===== src/rtl/sig_verifier_bank.sv =====
// Signature verifier bank: scans stored signatures one per clock, reports the match or the deepest
// failure reason, and locks out after repeated failures. Define SIGV_EXPIRY_EN to check expiry against cur_time.

module sig_verifier_bank #(
  parameter  int ENTRIES     = 4,
  parameter  int FIELD_W     = 8,
  parameter  int MAX_FAIL    = 3,
  parameter  int LOCK_CYCLES = 16,
  localparam int SIG_W       = 4 * FIELD_W,
  localparam int IDX_W       = $clog2(ENTRIES)
) (
  input  logic               clk,
  input  logic               rst_n,
  input  logic               prog_we,
  input  logic [IDX_W-1:0]   prog_idx,
  input  logic [SIG_W-1:0]   prog_sig,
  input  logic               prog_clr,
  output logic               prog_ready,
  input  logic               req_valid,
  output logic               req_ready,
  input  logic [SIG_W-1:0]   req_sig,
  input  logic [FIELD_W-1:0] cur_time,
  output logic               rsp_valid,
  output logic               rsp_match,
  output logic [IDX_W-1:0]   rsp_idx,
  output logic [2:0]         rsp_code,
  output logic               locked
);

  localparam int FAIL_W = $clog2(MAX_FAIL + 1);
  localparam int LOCK_W = $clog2(LOCK_CYCLES + 1);
  localparam logic [IDX_W-1:0]  LAST_IDX  = IDX_W'(ENTRIES - 1);
  localparam logic [FAIL_W-1:0] FAIL_MAX  = FAIL_W'(MAX_FAIL);
  localparam logic [LOCK_W-1:0] LOCK_LAST = LOCK_W'(LOCK_CYCLES - 1);

  typedef enum logic [1:0] {IDLE, SEARCH, RESP, LOCK} state_t;

  state_t             state_q;
  logic [IDX_W-1:0]   scanIdx_q;
  logic [SIG_W-1:0]   reqSig_q;
  logic [2:0]         bestCode_q;
  logic [FAIL_W-1:0]  failCnt_q;
  logic [LOCK_W-1:0]  lockCnt_q;
  logic [SIG_W-1:0]   sigMem_q [ENTRIES];
  logic [ENTRIES-1:0] valid_q;

  logic               progAccept;
  logic [SIG_W-1:0]   entSig;
  logic               entValid;
  logic               expiryOk;
  logic [2:0]         cmpCode;
  logic [2:0]         deepCode;

  assign req_ready  = rst_n && (state_q == IDLE);
  assign prog_ready = rst_n && ((state_q == IDLE) || (state_q == LOCK));
  assign progAccept = prog_ready && (prog_idx <= LAST_IDX);

  // Clear beats write; out-of-range indices are ignored.
  always_ff @(posedge clk or negedge rst_n) begin
    if (!rst_n) begin
      valid_q <= '0;
    end else if (progAccept) begin
      if (prog_clr) begin
        valid_q[prog_idx] <= 1'b0;
      end else if (prog_we) begin
        valid_q[prog_idx] <= 1'b1;
      end
    end
  end

  always_ff @(posedge clk) begin
    if (progAccept && prog_we && !prog_clr) begin
      sigMem_q[prog_idx] <= prog_sig;
    end
  end

`ifdef SIGV_EXPIRY_EN
  logic [FIELD_W-1:0] curTime_q;

  always_ff @(posedge clk or negedge rst_n) begin
    if (!rst_n) begin
      curTime_q <= '0;
    end else if (req_valid && req_ready) begin
      curTime_q <= cur_time;
    end
  end

  assign expiryOk = (entSig[FIELD_W +: FIELD_W] == reqSig_q[FIELD_W +: FIELD_W]) &&
                    (reqSig_q[FIELD_W +: FIELD_W] >= curTime_q);
`else
  logic unusedCurTime;

  assign unusedCurTime = ^cur_time;
  assign expiryOk      = (entSig[FIELD_W +: FIELD_W] == reqSig_q[FIELD_W +: FIELD_W]);
`endif

  // Failure depth of the entry under scan: region, auth, sig_id, then expiry.
  always_comb begin
    entSig   = sigMem_q[scanIdx_q];
    entValid = valid_q[scanIdx_q];
    cmpCode  = 3'd0;
    if (!entValid || (entSig[3*FIELD_W +: FIELD_W] != reqSig_q[3*FIELD_W +: FIELD_W])) begin
      cmpCode = 3'd1;
    end else if (entSig[2*FIELD_W +: FIELD_W] != reqSig_q[2*FIELD_W +: FIELD_W]) begin
      cmpCode = 3'd2;
    end else if (entSig[0 +: FIELD_W] != reqSig_q[0 +: FIELD_W]) begin
      cmpCode = 3'd3;
    end else if (!expiryOk) begin
      cmpCode = 3'd4;
    end
    deepCode = (cmpCode > bestCode_q) ? cmpCode : bestCode_q;
  end

  always_ff @(posedge clk or negedge rst_n) begin
    if (!rst_n) begin
      state_q    <= IDLE;
      scanIdx_q  <= '0;
      reqSig_q   <= '0;
      bestCode_q <= 3'd1;
      failCnt_q  <= '0;
      lockCnt_q  <= '0;
      rsp_valid  <= 1'b0;
      rsp_match  <= 1'b0;
      rsp_idx    <= '0;
      rsp_code   <= 3'd0;
      locked     <= 1'b0;
    end else begin
      case (state_q)
        IDLE: begin
          if (req_valid) begin
            reqSig_q   <= req_sig;
            scanIdx_q  <= '0;
            bestCode_q <= 3'd1;
            state_q    <= SEARCH;
          end
        end
        SEARCH: begin
          if (cmpCode == 3'd0) begin
            state_q   <= RESP;
            rsp_valid <= 1'b1;
            rsp_match <= 1'b1;
            rsp_idx   <= scanIdx_q;
            rsp_code  <= 3'd0;
            failCnt_q <= '0;
          end else if (scanIdx_q == LAST_IDX) begin
            state_q   <= RESP;
            rsp_valid <= 1'b1;
            rsp_match <= 1'b0;
            rsp_idx   <= '0;
            rsp_code  <= deepCode;
            failCnt_q <= (failCnt_q == FAIL_MAX) ? failCnt_q : failCnt_q + FAIL_W'(1);
          end else begin
            scanIdx_q  <= scanIdx_q + IDX_W'(1);
            bestCode_q <= deepCode;
          end
        end
        RESP: begin
          rsp_valid <= 1'b0;
          if (failCnt_q == FAIL_MAX) begin
            state_q   <= LOCK;
            locked    <= 1'b1;
            lockCnt_q <= '0;
          end else begin
            state_q <= IDLE;
          end
        end
        LOCK: begin
          if (lockCnt_q == LOCK_LAST) begin
            state_q   <= IDLE;
            locked    <= 1'b0;
            failCnt_q <= '0;
          end else begin
            lockCnt_q <= lockCnt_q + LOCK_W'(1);
          end
        end
        default: state_q <= IDLE;
      endcase
    end
  end

endmodule


===== config.mk =====
export PLATFORM = sky130hd
export DESIGN_NAME = sig_verifier_bank
export DESIGN_NICKNAME = d
export VERILOG_FILES = /design/src/rtl/sig_verifier_bank.sv
export SDC_FILE = /design/constraint.sdc
export NUM_CORES = 1
export LEC_CHECK = 0
export BUFFER_PORTS_ARGS = -buffer_cell sky130_fd_sc_hd__buf_2
export CAP_MARGIN = 25
export CORE_ASPECT_RATIO = 0.6
export CORE_MARGIN = 1
export CORE_UTILIZATION = 25
export DETAILED_ROUTE_END_ITERATION = 12
export PLACE_DENSITY_LB_ADDON = 0.1
export SYNTH_ARGS = -nofsm -noshare
export SYNTH_HDL_FRONTEND = slang
export SYNTH_SLANG_ARGS = --single-unit

===== constraint.sdc =====
create_clock -name clk -period 4.4 [get_ports clk]
set_input_delay 1.1 -clock clk [delete_from_list [all_inputs] [get_ports clk]]
set_output_delay 1.1 -clock clk [all_outputs]
set_load 0.005 [all_outputs]

* After elaboration in Yosys (flattened, before gate mapping)
Memories as Yosys holds them, arrays and structs flattened.
Index checks and enable logic that the tools add are counted.
** Storage, ports and cells
- Bits in registers :: 58
- Memory bits (writable) :: 128
- Output and inout bits :: 10
- Memories :: 1
** Memories
- sigMem_q :: depth 4, width 32, read ports 1, clocked after memory_dff 0, wr ports 1, line 44 : logic [SIG_W-1:0] sigMem_q [ENTRIES];
** Operators by class
- $add $sub $neg :: 3
- $lt $le $gt $ge :: 5
- Eq/ne operators :: 18
- Muxes and demuxes :: 46
- Bitwise operators :: 3
- Reduce and logical (&&, ||, !) cells :: 27
** Operator list (count)
- 3-bit 2-to-1 mux :: 10
- 2-bit 2-to-1 mux :: 13
- 8-bit inequality test :: 3
- 2-bit nonzero test :: 6
- 1-bit 2-to-1 mux :: 10
- 5-bit 2-to-1 mux :: 2
- 2-bit inequality test (second input constant) :: 5
- 5-bit case mux with 2 select lines :: 1
- 3-bit AND reduction :: 3
- 2-bit == test (second input constant) :: 4
- 8-bit == test :: 1
- 4-bit 2-to-1 mux :: 2
- 2-bit case mux with 2 select lines :: 2
- 2-bit case mux with 4 select lines :: 1
- 2-bit AND reduction :: 4
- 4-bit AND reduction :: 2
- 1-bit logical AND :: 6
- 2-bit by 3-bit < comparator with 1-bit output (second input constant) :: 2
- 3-bit inequality test (second input constant) :: 2
- 3-bit case mux with 2 select lines :: 1
- 5-bit by 1-bit adder with 5-bit output (second input constant) :: 1
- 5-bit by 4-bit == test with 1-bit output (second input constant) :: 1
- 2-bit by 1-bit adder with 2-bit output (second input constant) :: 2
- 4-bit bitwise AND :: 1
- 14 further kinds :: 17

* Longest topological paths before layout
Gate-level depths: netlist of run 1.
An unclocked memory read counts as a cell.
- Depth in word-level cells :: 11
- Gate-level depth with buffers :: 17
- Mapped depth without buffers :: 14

* Worst setup path after synthesis of run 1
OpenSTA, ideal clock, no wires.
- Path type :: input-to-reg
- Start :: input rst_n
- End :: memory sigMem_q[0][0] (netlist name) (enable)
- Library setup time :: 505 ps
- Arrival time :: 4527 ps
- Data required time :: 3895 ps
- Path slack :: -632 ps
- Stages :: 3
- Buffers on the path :: 0
- Cell sequence :: nor2b_1 nand2_1 nor4_1
** On the way
- Cells in the longest elaborated chain, start to end :: 6
** Ends and longest elaborated chain
- from (decl) :: line 13 : input logic rst_n,
- 1-bit logical AND :: line 55 : assign prog_ready = rst_n && ((state_q == IDLE) || (state_q == LOCK));
- 1-bit logical AND :: line 56 : assign progAccept = prog_ready && (prog_idx <= LAST_IDX);
- 1-bit logical AND (2 in a row) :: line 72 : if (progAccept && prog_we && !prog_clr) begin
- 1-bit 2-to-1 mux :: line 72
- 1-bit 2-to-1 mux (implied by the code) :: line 73 : sigMem_q[prog_idx] <= prog_sig;
- to (decl) :: line 44
Every way passes these cells.

* Final worst setup path of run 1
- Start :: register scanIdx_q[0]
- End :: register rsp_code[2]
** On the way
- Cells in the longest elaborated chain, start to end :: 10
** Ends and longest elaborated chain
- from (decl) :: line 39 : logic [IDX_W-1:0] scanIdx_q;
- from (signal assigned) :: line 153 : scanIdx_q <= scanIdx_q + IDX_W'(1);
- memory read 4 x 32 bit
- 8-bit == test :: line 94 : assign expiryOk = (entSig[FIELD_W +: FIELD_W] == reqSig_q[FIELD_W +: FIELD_W]);
- 3-bit 2-to-1 mux :: line 108 : end else if (!expiryOk) begin
- 3-bit 2-to-1 mux :: line 106 : end else if (entSig[0 +: FIELD_W] != reqSig_q[0 +: FIELD_W]) begin
- 3-bit 2-to-1 mux :: line 104 : end else if (entSig[2*FIELD_W +: FIELD_W] != reqSig_q[2*FIELD_W +: FIELD_W]) begin
- 3-bit 2-to-1 mux :: line 102 : if (!entValid || (entSig[3*FIELD_W +: FIELD_W] != reqSig_q[3*FIELD_W +: FIELD_W])) begin
- 3-bit > comparator :: line 111 : deepCode = (cmpCode > bestCode_q) ? cmpCode : bestCode_q;
- 3-bit 2-to-1 mux :: line 111
- 3-bit 2-to-1 mux :: line 145 : end else if (scanIdx_q == LAST_IDX) begin
- 3-bit 2-to-1 mux :: line 138 : if (cmpCode == 3'd0) begin
- to (signal assigned) :: line 150 : rsp_code <= deepCode;
- to (decl) :: line 26 : output logic [2:0] rsp_code,
Parallel ways exist; a longest one is shown, timed or not. The select of a mux whose other input is x is not followed.
A chain may end at the register's enable or synchronous reset.

==> results.cfg, run 1 <==
[synth]
synthFlopType = edfxtp_1
avgSynthCellArea_um2 = 16.8
synth_commonest_cells = edfxtp_1, dfrtp_1, xnor2_1
ys_ff_latch = 186
synth-seq-area-share_pct = 67.1
syn_nets = 560
yosysTopAreaCell = edfxtp_1
synth_cell_types = 50
yosysMostFrequentCell = edfxtp_1
synth_top_area_share_pct = 48.7
syn_area_um2 = 7890
synthCells = 470
yosys_warnings = 0
synth_area_leaders = edfxtp_1, dfrtp_1, mux4_2
synth-async-reset-ratio_pct = 31.2
synth_edf_count = 128

[routing]
first_iter_violations = 203
viasPerCell = 4.33
drt_first_pass_iters = 4
routedWlPerCell_um = 18.3
route.detailed.drc = 0
routed_wl_um = 18100
drtAntennaViolNets = 0
vias = 4283

[global_routing]
grt_pass1_vias = 4597
antenna_found_initial = 5
grt_first_pass_wirelength_um = 27600
globalRouteOverflowTotal = 0
grt_use_total_pct = 11.9
grt_start_max_net_pins = 59

[timing]
setup_viol = 0
worstMarginPinSlew_ns = 0.888
hold_viol_final = 0
rsz0062_at_grt = no
period_share_pct = 91.7
max_freq_ghz = 0.248
setup_tns_ns = 0
fin_crit_ns = 4.04
relSlewSlack_pct = 40.8
slew_violations = 0
skew_ns = 0.00818

[power]
p_per_area_nw_per_um2 = 577
ir_drop_uv = 275
leakagePower_uw = 0.00341
power.total_uw = 5500

[floorplanning]
start_util_pct = 25.9
core_area_um2 = 30500
rows = 49
design.die.area_um2 = 32300
die_x_um = 231
io_pins = 89
fp.dieH_um = 140

[clocking]
clk_path_buf_depth = 2
htreeDepth = 4
root_buffer = clkbuf_16
cts.sinks = 186
cts_hold_buffers = 0
cts_resized = 0
clkLatencyLatePin_ns = 0.44
cts-buffers-inserted = 17
cts_tree = done
clk_pin_slew_ns = 0.07
post_cts_buffers = 0

[setup_path]
cp_num_buf_inv = 2
required_ns = 4.73
endpoint_kind = register
cp.arrival_ns = 4.37
crit_fanout = 25
start_kind = register
crit_type = register to register
worstPathCellList = buf_12, mux4_2, xnor2_1, nand4_1, nor4_4, nor4b_2, and2b_1, ha_1, a31oi_1, buf_4, mux2i_1, o21ai_1
cp_top_family = simple AND/OR/NAND/NOR gates
cp_slowest_cell = dfrtp_2
max_stage_delay_ns = 0.64

[final_layout]
design_area_um2 = 9540
area_growth_pct = 20.9
final_cells = 989
multiInputGateArea_um2 = 2490
seqCellArea_um2 = 5300
utilization_pct = 31.3
final_nets = 654
drive_above_1_share_pct = 35.0
nFillCells = 2998

[place]
globalplace.congestion = 0.718
hpwl_um = 11700
port_buffers = 80
place_area_um2 = 8830
dp_cells = 952

[min_path]
hold_path.class = register to register

[job]
maxCapViolations = 0

[run_status]
status = finished clean
==> routing by layer <==
metal | share of wire, % | vias up | global-route usage, % | wire (um)
met2 | 45 | 72 | 17.9 | 8130
li1 | - | 2003 | - | -
met3 | 5.7 | 20 | 4.45 | 1040
met4 | 1.4 | 4 | 3.66 | 257
met5 | 0.13 | - | 0 | 23
met1 | 48 | 2184 | 15.8 | 8640
==> state kept, by name, summed over array words and instances (netlist names), named ones only <==
| name | cells |
|---|---|
| lockCnt_q | 5 |
| state_q | 2 |
| failCnt_q | 2 |
| sigMem_q | 128 |
| rsp_code | 3 |
| scanIdx_q | 2 |
| bestCode_q | 3 |
| reqSig_q | 32 |
| rsp_valid | 1 |
| rsp_idx | 2 |
| rsp_match | 1 |
| locked | 1 |
==> cell type report <==
class	count	area share, %
Multi-Input combinational cell	256	26.1
Clock buffer	17	4.46
Tap cell	408	5.35
Inverter	11	0.433
Timing Repair Buffer	92	5.41
Sequential cell	186	55.6
Antenna cell	4	0.105
Clock inverter	15	2.57
==> final timing paths <==
kind / slack, ns / start / depth (start not counted) / to
max reg2reg: 0.36 / scanIdx_q[0]$_DFFE_PN0P_ / 12 / rsp_code[2]$_DFFE_PN0P_
min in group asynchronous: 1.00 / rst_n / 2 / reqSig_q[14]$_DFFE_PN0P_
max: 0.36 / scanIdx_q[0]$_DFFE_PN0P_ / 12 / rsp_code[2]$_DFFE_PN0P_
min: 0.49 / rsp_match$_DFFE_PN0P_ / 1 / rsp_match$_DFFE_PN0P_
max in group asynchronous: 2.79 / rst_n / 2 / scanIdx_q[0]$_DFFE_PN0P_
min reg2reg: 0.49 / rsp_match$_DFFE_PN0P_ / 1 / rsp_match$_DFFE_PN0P_
==> worst register-to-register path, cell delays in order, from the launching register on <==
cell and delay, ns:
dfrtp_2 0.64, buf_12 0.30, mux4_2 0.56, xnor2_1 0.23
nand4_1 0.27, nor4_4 0.27, nor4b_2 0.29, and2b_1 0.22
ha_1 0.26, a31oi_1 0.38, buf_4 0.20, mux2i_1 0.22
o21ai_1 0.08
==> per-stage QoR <==
stage	worst slack (ns)	hold WS, ns
2_1_floorplan	0.0579	0.470
3_3_place_gp	0.310	0.487
3_5_place_dp	0.268	0.482
4_1_cts	0.265	0.498
5_1_grt	0.00405	0.524
6_report	0.364	0.488
==> report_power, final <==
part | switching, uW | total (uW) | internal (uW)
combinational | 716 | 1450 | 733
clock | 674 | 1740 | 1070
sequential | 188 | 2310 | 2120
total | 1580 | 5500 | 3920
==> cells in the final DEF, fill, tap and decap left out, drive strengths merged, types with 11 or more instances in the layout <==
master and count:
edfxtp 128, buf 92, dfrtp 57, xnor2 36, mux2 34, mux4 29
nand2 20, clkbuf 17, mux2i 16, nor2 14, inv 13, o21ai 13
ha 11
==> logic make-up after synthesis <==
logic type / synth area share [%]
adder cells (fa/ha/maj): 1.74
flip-flops: 67.1
multiplexers: 15.2
buffers and inverters: 1.71
AO/OA/AOI/OAI: 4.33
AND/OR/NAND/NOR: 5.92
XOR/XNOR: 4.00
(Power assumes the default switching activity.)
==> run 2: changes to the inputs <==
--- a/config.mk
+++ b/config.mk
@@ -12,6 +12,7 @@
 export CORE_UTILIZATION = 25
 export DETAILED_ROUTE_END_ITERATION = 12
 export PLACE_DENSITY_LB_ADDON = 0.1
+export RECOVER_POWER = 50
 export SYNTH_ARGS = -nofsm -noshare
 export SYNTH_HDL_FRONTEND = slang
 export SYNTH_SLANG_ARGS = --single-unit
==> run 2 against run 1 <==
The run now ends with capacitance limit, slew limit left. Critical path type unchanged. Clock skew is essentially flat. First-iteration DRC count shrank 6.9%. Via count grew 0.19%. Register-to-register slack is essentially flat. Worst hold slack is essentially flat. Global-route usage is the same. Routed wire length is essentially flat. Sequential share of layout area grew 0.30 points.
==> results.cfg, run 2 (same netlist as run 1, synthesis figures left out) <==
[run_status]
status = finished with violations
violations = capacitance limit, slew limit

[power]
power.total_uw = 5500
ir_drop_uv = 276
p_per_area_nw_per_um2 = 580
leakagePower_uw = 0.00332

[min_path]
hold_end = rsp_match$_DFFE_PN0P_
min_path_cells = 1
worstHoldStart = rsp_match$_DFFE_PN0P_
hold_path.class = register to register

[final_layout]
largest_register_ffs = 128
utilization_pct = 31.1
largest_registers = sigMem_q: 128 flops, reqSig_q: 32 flops, lockCnt_q: 5 flops
final_cells = 987
final_nets = 654
drive_above_1_share_pct = 29.1
final_common_cell = edfxtp_1
area_growth_pct = 20.2
final_cell_mix = edfxtp_1, dfrtp_1, buf_2
regMostFlops = sigMem_q

[clocking]
cts_tree = done
cts_hold_buffers = 0
post_cts_buffers = 0
cts_resized = 0
cts.sinks = 186
clk_pin_slew_ns = 0.07
root_buffer = clkbuf_16
clk_path_buf_depth = 2
cts-buffers-inserted = 17
htreeDepth = 4
clkLatencyLatePin_ns = 0.44

[routing]
route.detailed.drc = 0
first_iter_violations = 189
drt_first_pass_iters = 4
routed_wl_um = 18100
routedWlPerCell_um = 18.3
vias = 4291
viasPerCell = 4.35
drtAntennaViolNets = 0

[setup_path]
start_kind = register
required_ns = 4.73
cp_slowest_cell = dfrtp_2
max_stage_delay_ns = 0.64
worstPathCellList = buf_12, mux4_2, xnor2_1, nand4_1, nor4_4, nor4b_2, and2b_1, ha_1, a31oi_1, buf_4, mux2i_1, o21ai_1
cp.arrival_ns = 4.38
endpoint_kind = register
worst_r2r_path_depth = 12
rr_startpoint = scanIdx_q[0]$_DFFE_PN0P_
r2r_setup_slack_ns = 0.35
crit_fanout = 25
r2r_end = rsp_code[2]$_DFFE_PN0P_
crit_type = register to register

[timing]
hold_viol_final = 0
setup_tns_ns = 0
max_freq_ghz = 0.247
rsz0062_at_grt = no
layout_setup_ws_ns = 0.352
setup_viol = 0
fin_crit_ns = 4.05
relSlewSlack_pct = -16.5
worstMarginPinSlew_ns = 1.75
skew_ns = 0.00830
period_share_pct = 92.0
slew_violations = 59

[place]
dp_cells = 952
globalplace.congestion = 0.718
place_ws_ns = 0.268
hpwl_um = 11700
port_buffers = 80

[floorplanning]
design.die.area_um2 = 32300
io_pins = 89
core_area_um2 = 30500
start_util_pct = 25.9
rows = 49
fp.dieH_um = 140
die_x_um = 231

[global_routing]
grt_first_pass_wirelength_um = 27600
antenna_found_initial = 3
grt_use_total_pct = 11.9
grt_pass1_vias = 4597
grt_start_max_net_pins = 59
globalRouteOverflowTotal = 0

[job]
maxCapViolations = 1
[run 2: how the worst max path moves through the flow]
stage,end,from,slack [ns]
floorplan,sigMem_q[1][0]$_DFFE_PP_,rst_n,0.06
detailed placement,rsp_code[2]$_DFFE_PN0P_,scanIdx_q[0]$_DFFE_PN0P_,0.27
global route,rsp_code[1]$_DFFE_PN0P_,scanIdx_q[0]$_DFFE_PN0P_,0.004
CTS,rsp_code[2]$_DFFE_PN0P_,scanIdx_q[0]$_DFFE_PN0P_,0.27
finish,rsp_code[2]$_DFFE_PN0P_,scanIdx_q[0]$_DFFE_PN0P_,0.35
global placement,rsp_code[2]$_DFFE_PN0P_,scanIdx_q[0]$_DFFE_PN0P_,0.31
[run 2: area by class of cell]
| cell class | count | area, um2 |
|---|---|---|
| Antenna cell | 2 | 5.00 |
| Sequential cell | 186 | 5300 |
| Clock inverter | 15 | 245 |
| Clock buffer | 17 | 425 |
| Timing Repair Buffer | 92 | 472 |
| Inverter | 11 | 41.3 |
| Multi-Input combinational cell | 256 | 2490 |
| Fill cell | 3012 | 21000 |
| Tap cell | 408 | 510 |
[run 2: through the flow]
step | area [um2] | hold slack (ns)
floorplan | 7900 | 0.470
global placement | 8830 | 0.487
detailed placement | 8830 | 0.482
CTS | 9510 | 0.498
global route | 9480 | 0.524
finish | 9480 | 0.488
[run 2: where the power goes]
part | total [uW] | internal [uW] | switching, uW
logic | 1450 | 729 | 717
registers | 2310 | 2120 | 188
clock network | 1740 | 1070 | 675
total | 5500 | 3920 | 1580
[run 2: routing by layer]
metal	wire (um)	vias to the layer above	track usage, %
met5	22	-	0
met3	914	20	4.45
met4	261	4	3.66
li1	-	2003	-
met1	8780	2190	15.8
met2	8120	74	17.9
[run 2: critical path, delay by kind of cell (launching register included)]
| family | cells | cell delay (ns) |
|---|---|---|
| AOI/OAI and AO/OA | 2 | 0.46 |
| DFF | 1 | 0.64 |
| xor gates and xnor gates | 1 | 0.23 |
| and+or+nand+nor | 4 | 1.05 |
| muxes | 2 | 0.77 |
| buffers and inverters | 2 | 0.49 |
| adders and majority gates | 1 | 0.26 |
==> run 3: changes to the inputs <==
--- a/config.mk
+++ b/config.mk
@@ -5,12 +5,13 @@
 export SDC_FILE = /design/constraint.sdc
 export NUM_CORES = 1
 export LEC_CHECK = 0
-export BUFFER_PORTS_ARGS = -buffer_cell sky130_fd_sc_hd__buf_2
 export CAP_MARGIN = 25
 export CORE_ASPECT_RATIO = 0.6
 export CORE_MARGIN = 1
 export CORE_UTILIZATION = 25
+export CTS_CLUSTER_SIZE = 8
 export DETAILED_ROUTE_END_ITERATION = 12
+export DONT_BUFFER_PORTS = 1
 export PLACE_DENSITY_LB_ADDON = 0.1
 export RECOVER_POWER = 50
 export SYNTH_ARGS = -nofsm -noshare
==> run 3 against run 2 <==
The flow now finishes without violations. Non-clock buffer count decreased by 80. Utilization decreased by 1.6 points. Critical path depth unchanged. Die area unchanged. Worst setup slack improved by 0.035 ns. Cell count decreased by 8.3%. Register-to-register slack improved by 0.04 ns. Power decreased by 6.0%. Global-route usage decreased by 0.092 points. Clock power decreased by 16%. Flip-flop and latch count unchanged. Via count decreased by 6.5%.
==> results.cfg, run 3 (same netlist as run 1, synthesis figures left out) <==
[setup_path]
start_kind = register
cp_top_family = simple AND/OR/NAND/NOR gates
r2r_end = rsp_code[0]$_DFFE_PN0P_
cp_slowest_cell = dfrtp_2
cp.arrival_ns = 4.38
worst_r2r_path_depth = 12
endpoint_kind = register
rr_startpoint = scanIdx_q[0]$_DFFE_PN0P_
crit_fanout = 20
worstPathCellList = buf_12, mux4_2, xnor2_1, nand4_1, nor4_4, nor4b_2, and2b_1, ha_1, a31oi_1, buf_4, mux2_2, o21ai_1
max_stage_delay_ns = 0.64
r2r_setup_slack_ns = 0.39
required_ns = 4.77
cp_num_buf_inv = 2
crit_type = register to register

[final_layout]
seqCellArea_um2 = 5300
largest_register_ffs = 128
drive_above_1_share_pct = 24.1
multiInputGateArea_um2 = 2490
design_area_um2 = 9010
final_cell_mix = edfxtp_1, dfrtp_1, xnor2_1
area_growth_pct = 14.2
final_common_cell = edfxtp_1
final_nets = 574
nFillCells = 2993
regMostFlops = sigMem_q
largest_registers = sigMem_q: 128 flops, reqSig_q: 32 flops, lockCnt_q: 5 flops
antenna_cells = 0

[clocking]
htreeDepth = 4
post_cts_buffers = 0
clkLatencyLatePin_ns = 0.44
cts_tree = done
clk_path_buf_depth = 2
cts_hold_buffers = 0
cts_resized = 0
clk_pin_slew_ns = 0.07
root_buffer = clkbuf_16
cts.sinks = 186
cts-buffers-inserted = 17

[power]
clockPowerShare_pct = 28.3
swShare_pct = 30.3
intPower_uw = 3600
p_per_area_nw_per_um2 = 574
comb_power_share_pct = 26.6
ir_drop_uv = 289
leakagePower_uw = 0.00301
seqPwrFrac_pct = 45.0
p_sw_uw = 1560

[timing]
worstMarginPinSlew_ns = 0.693
max_freq_ghz = 0.249
hold_viol_final = 0
setup_viol = 0
skew_ns = 0.00832
relSlewSlack_pct = 53.7
period_share_pct = 91.2
fin_crit_ns = 4.01
setup_tns_ns = 0
rsz0062_at_grt = no
layout_setup_ws_ns = 0.387
slew_violations = 0

[place]
port_buffers = 0
place_area_um2 = 8430
place_ws_ns = 0.311
globalplace.congestion = 0.709
hpwl_um = 11400

[global_routing]
grt_use_met2_pct = 16.6
grt_pass1_vias = 4263
grt_use_total_pct = 11.8
globalRouteOverflowTotal = 0
antenna_found_initial = 0
grt_first_pass_wirelength_um = 27000
grt_start_max_net_pins = 61
grt.met3_usage_pct = 5.20
grt_util_met1_pct = 15.9
grt_most_used_layer = met2

[job]
maxCapViolations = 0

[floorplanning]
fp.dieH_um = 140
io_pins = 89
core_area_um2 = 30500
start_util_pct = 25.9
rows = 49
design.die.area_um2 = 32300
die_x_um = 231

[routing]
routed_wl_um = 17800
first_iter_violations = 256
viasPerCell = 4.43
route.detailed.drc = 0
vias = 4011
drtAntennaViolNets = 0
drt_first_pass_iters = 6
routedWlPerCell_um = 19.6

[min_path]
hold_path.class = input port to asynchronous set/reset pin

[run_status]
status = finished clean
[run 3: cell count changes in the layout (fill, tap and decap cells not counted), sizes merged, moves of 2 or more]
cell | previous run | this run
buf | 58 | 12
clkbuf | 51 | 17
bufinv | 6 | 1
clkinvlp | 1 | 5
clkinv | 6 | 8
diode | 2 | 0
[run 3: layout make-up]
class	count	area share, %
Clock buffer	17	4.72
Clock inverter	15	1.43
Inverter	11	0.458
Multi-Input combinational cell	256	27.6
Sequential cell	186	58.8
Tap cell	408	5.67
Timing Repair Buffer	12	1.28
[run 3: power groups by stage]
stage	Sequential [uW]	Clock (uW)	Combinational, uW
global placement	2370	0	1380
finish	2330	1460	1380
floorplan	2290	0	1120
CTS	2340	1520	1410
detailed placement	2370	0	1400
global route	2370	1600	1530
[run 3: through the flow]
stage / utilization, % / hold WS, ns / instances / total power (uW)
detailed placement: 27.7 / 0.505 / 872 / 3770
finish: 29.6 / 0.349 / 905 / 5170
global route: 29.6 / 0.311 / 905 / 5500
CTS: 29.5 / 0.316 / 904 / 5260
global placement: 27.7 / 0.489 / 872 / 3750
floorplan: - / 0.470 / 470 / 3410
[run 3: metal layers]
| metal | up-vias | part of all wire [%] |
|---|---|---|
| met5 | - | 0 |
| met4 | 0 | 1.3 |
| met3 | 18 | 6.6 |
| met2 | 68 | 43 |
| met1 | 2078 | 49 |
| li1 | 1847 | - |
[run 3: worst max-delay path by stage]
stage,slack (ns),cells past startpoint,from,endpoint
after CTS,0.28,12,scanIdx_q[0]$_DFFE_PN0P_,rsp_code[0]$_DFFE_PN0P_
after detailed placement,0.31,12,scanIdx_q[0]$_DFFE_PN0P_,rsp_code[0]$_DFFE_PN0P_
after floorplan,0.06,3,rst_n,sigMem_q[1][0]$_DFFE_PP_
final,0.39,12,scanIdx_q[0]$_DFFE_PN0P_,rsp_code[0]$_DFFE_PN0P_
after global placement,0.35,12,scanIdx_q[0]$_DFFE_PN0P_,rsp_code[0]$_DFFE_PN0P_
after global routing,0.05,12,scanIdx_q[0]$_DFFE_PN0P_,rsp_code[0]$_DFFE_PN0P_
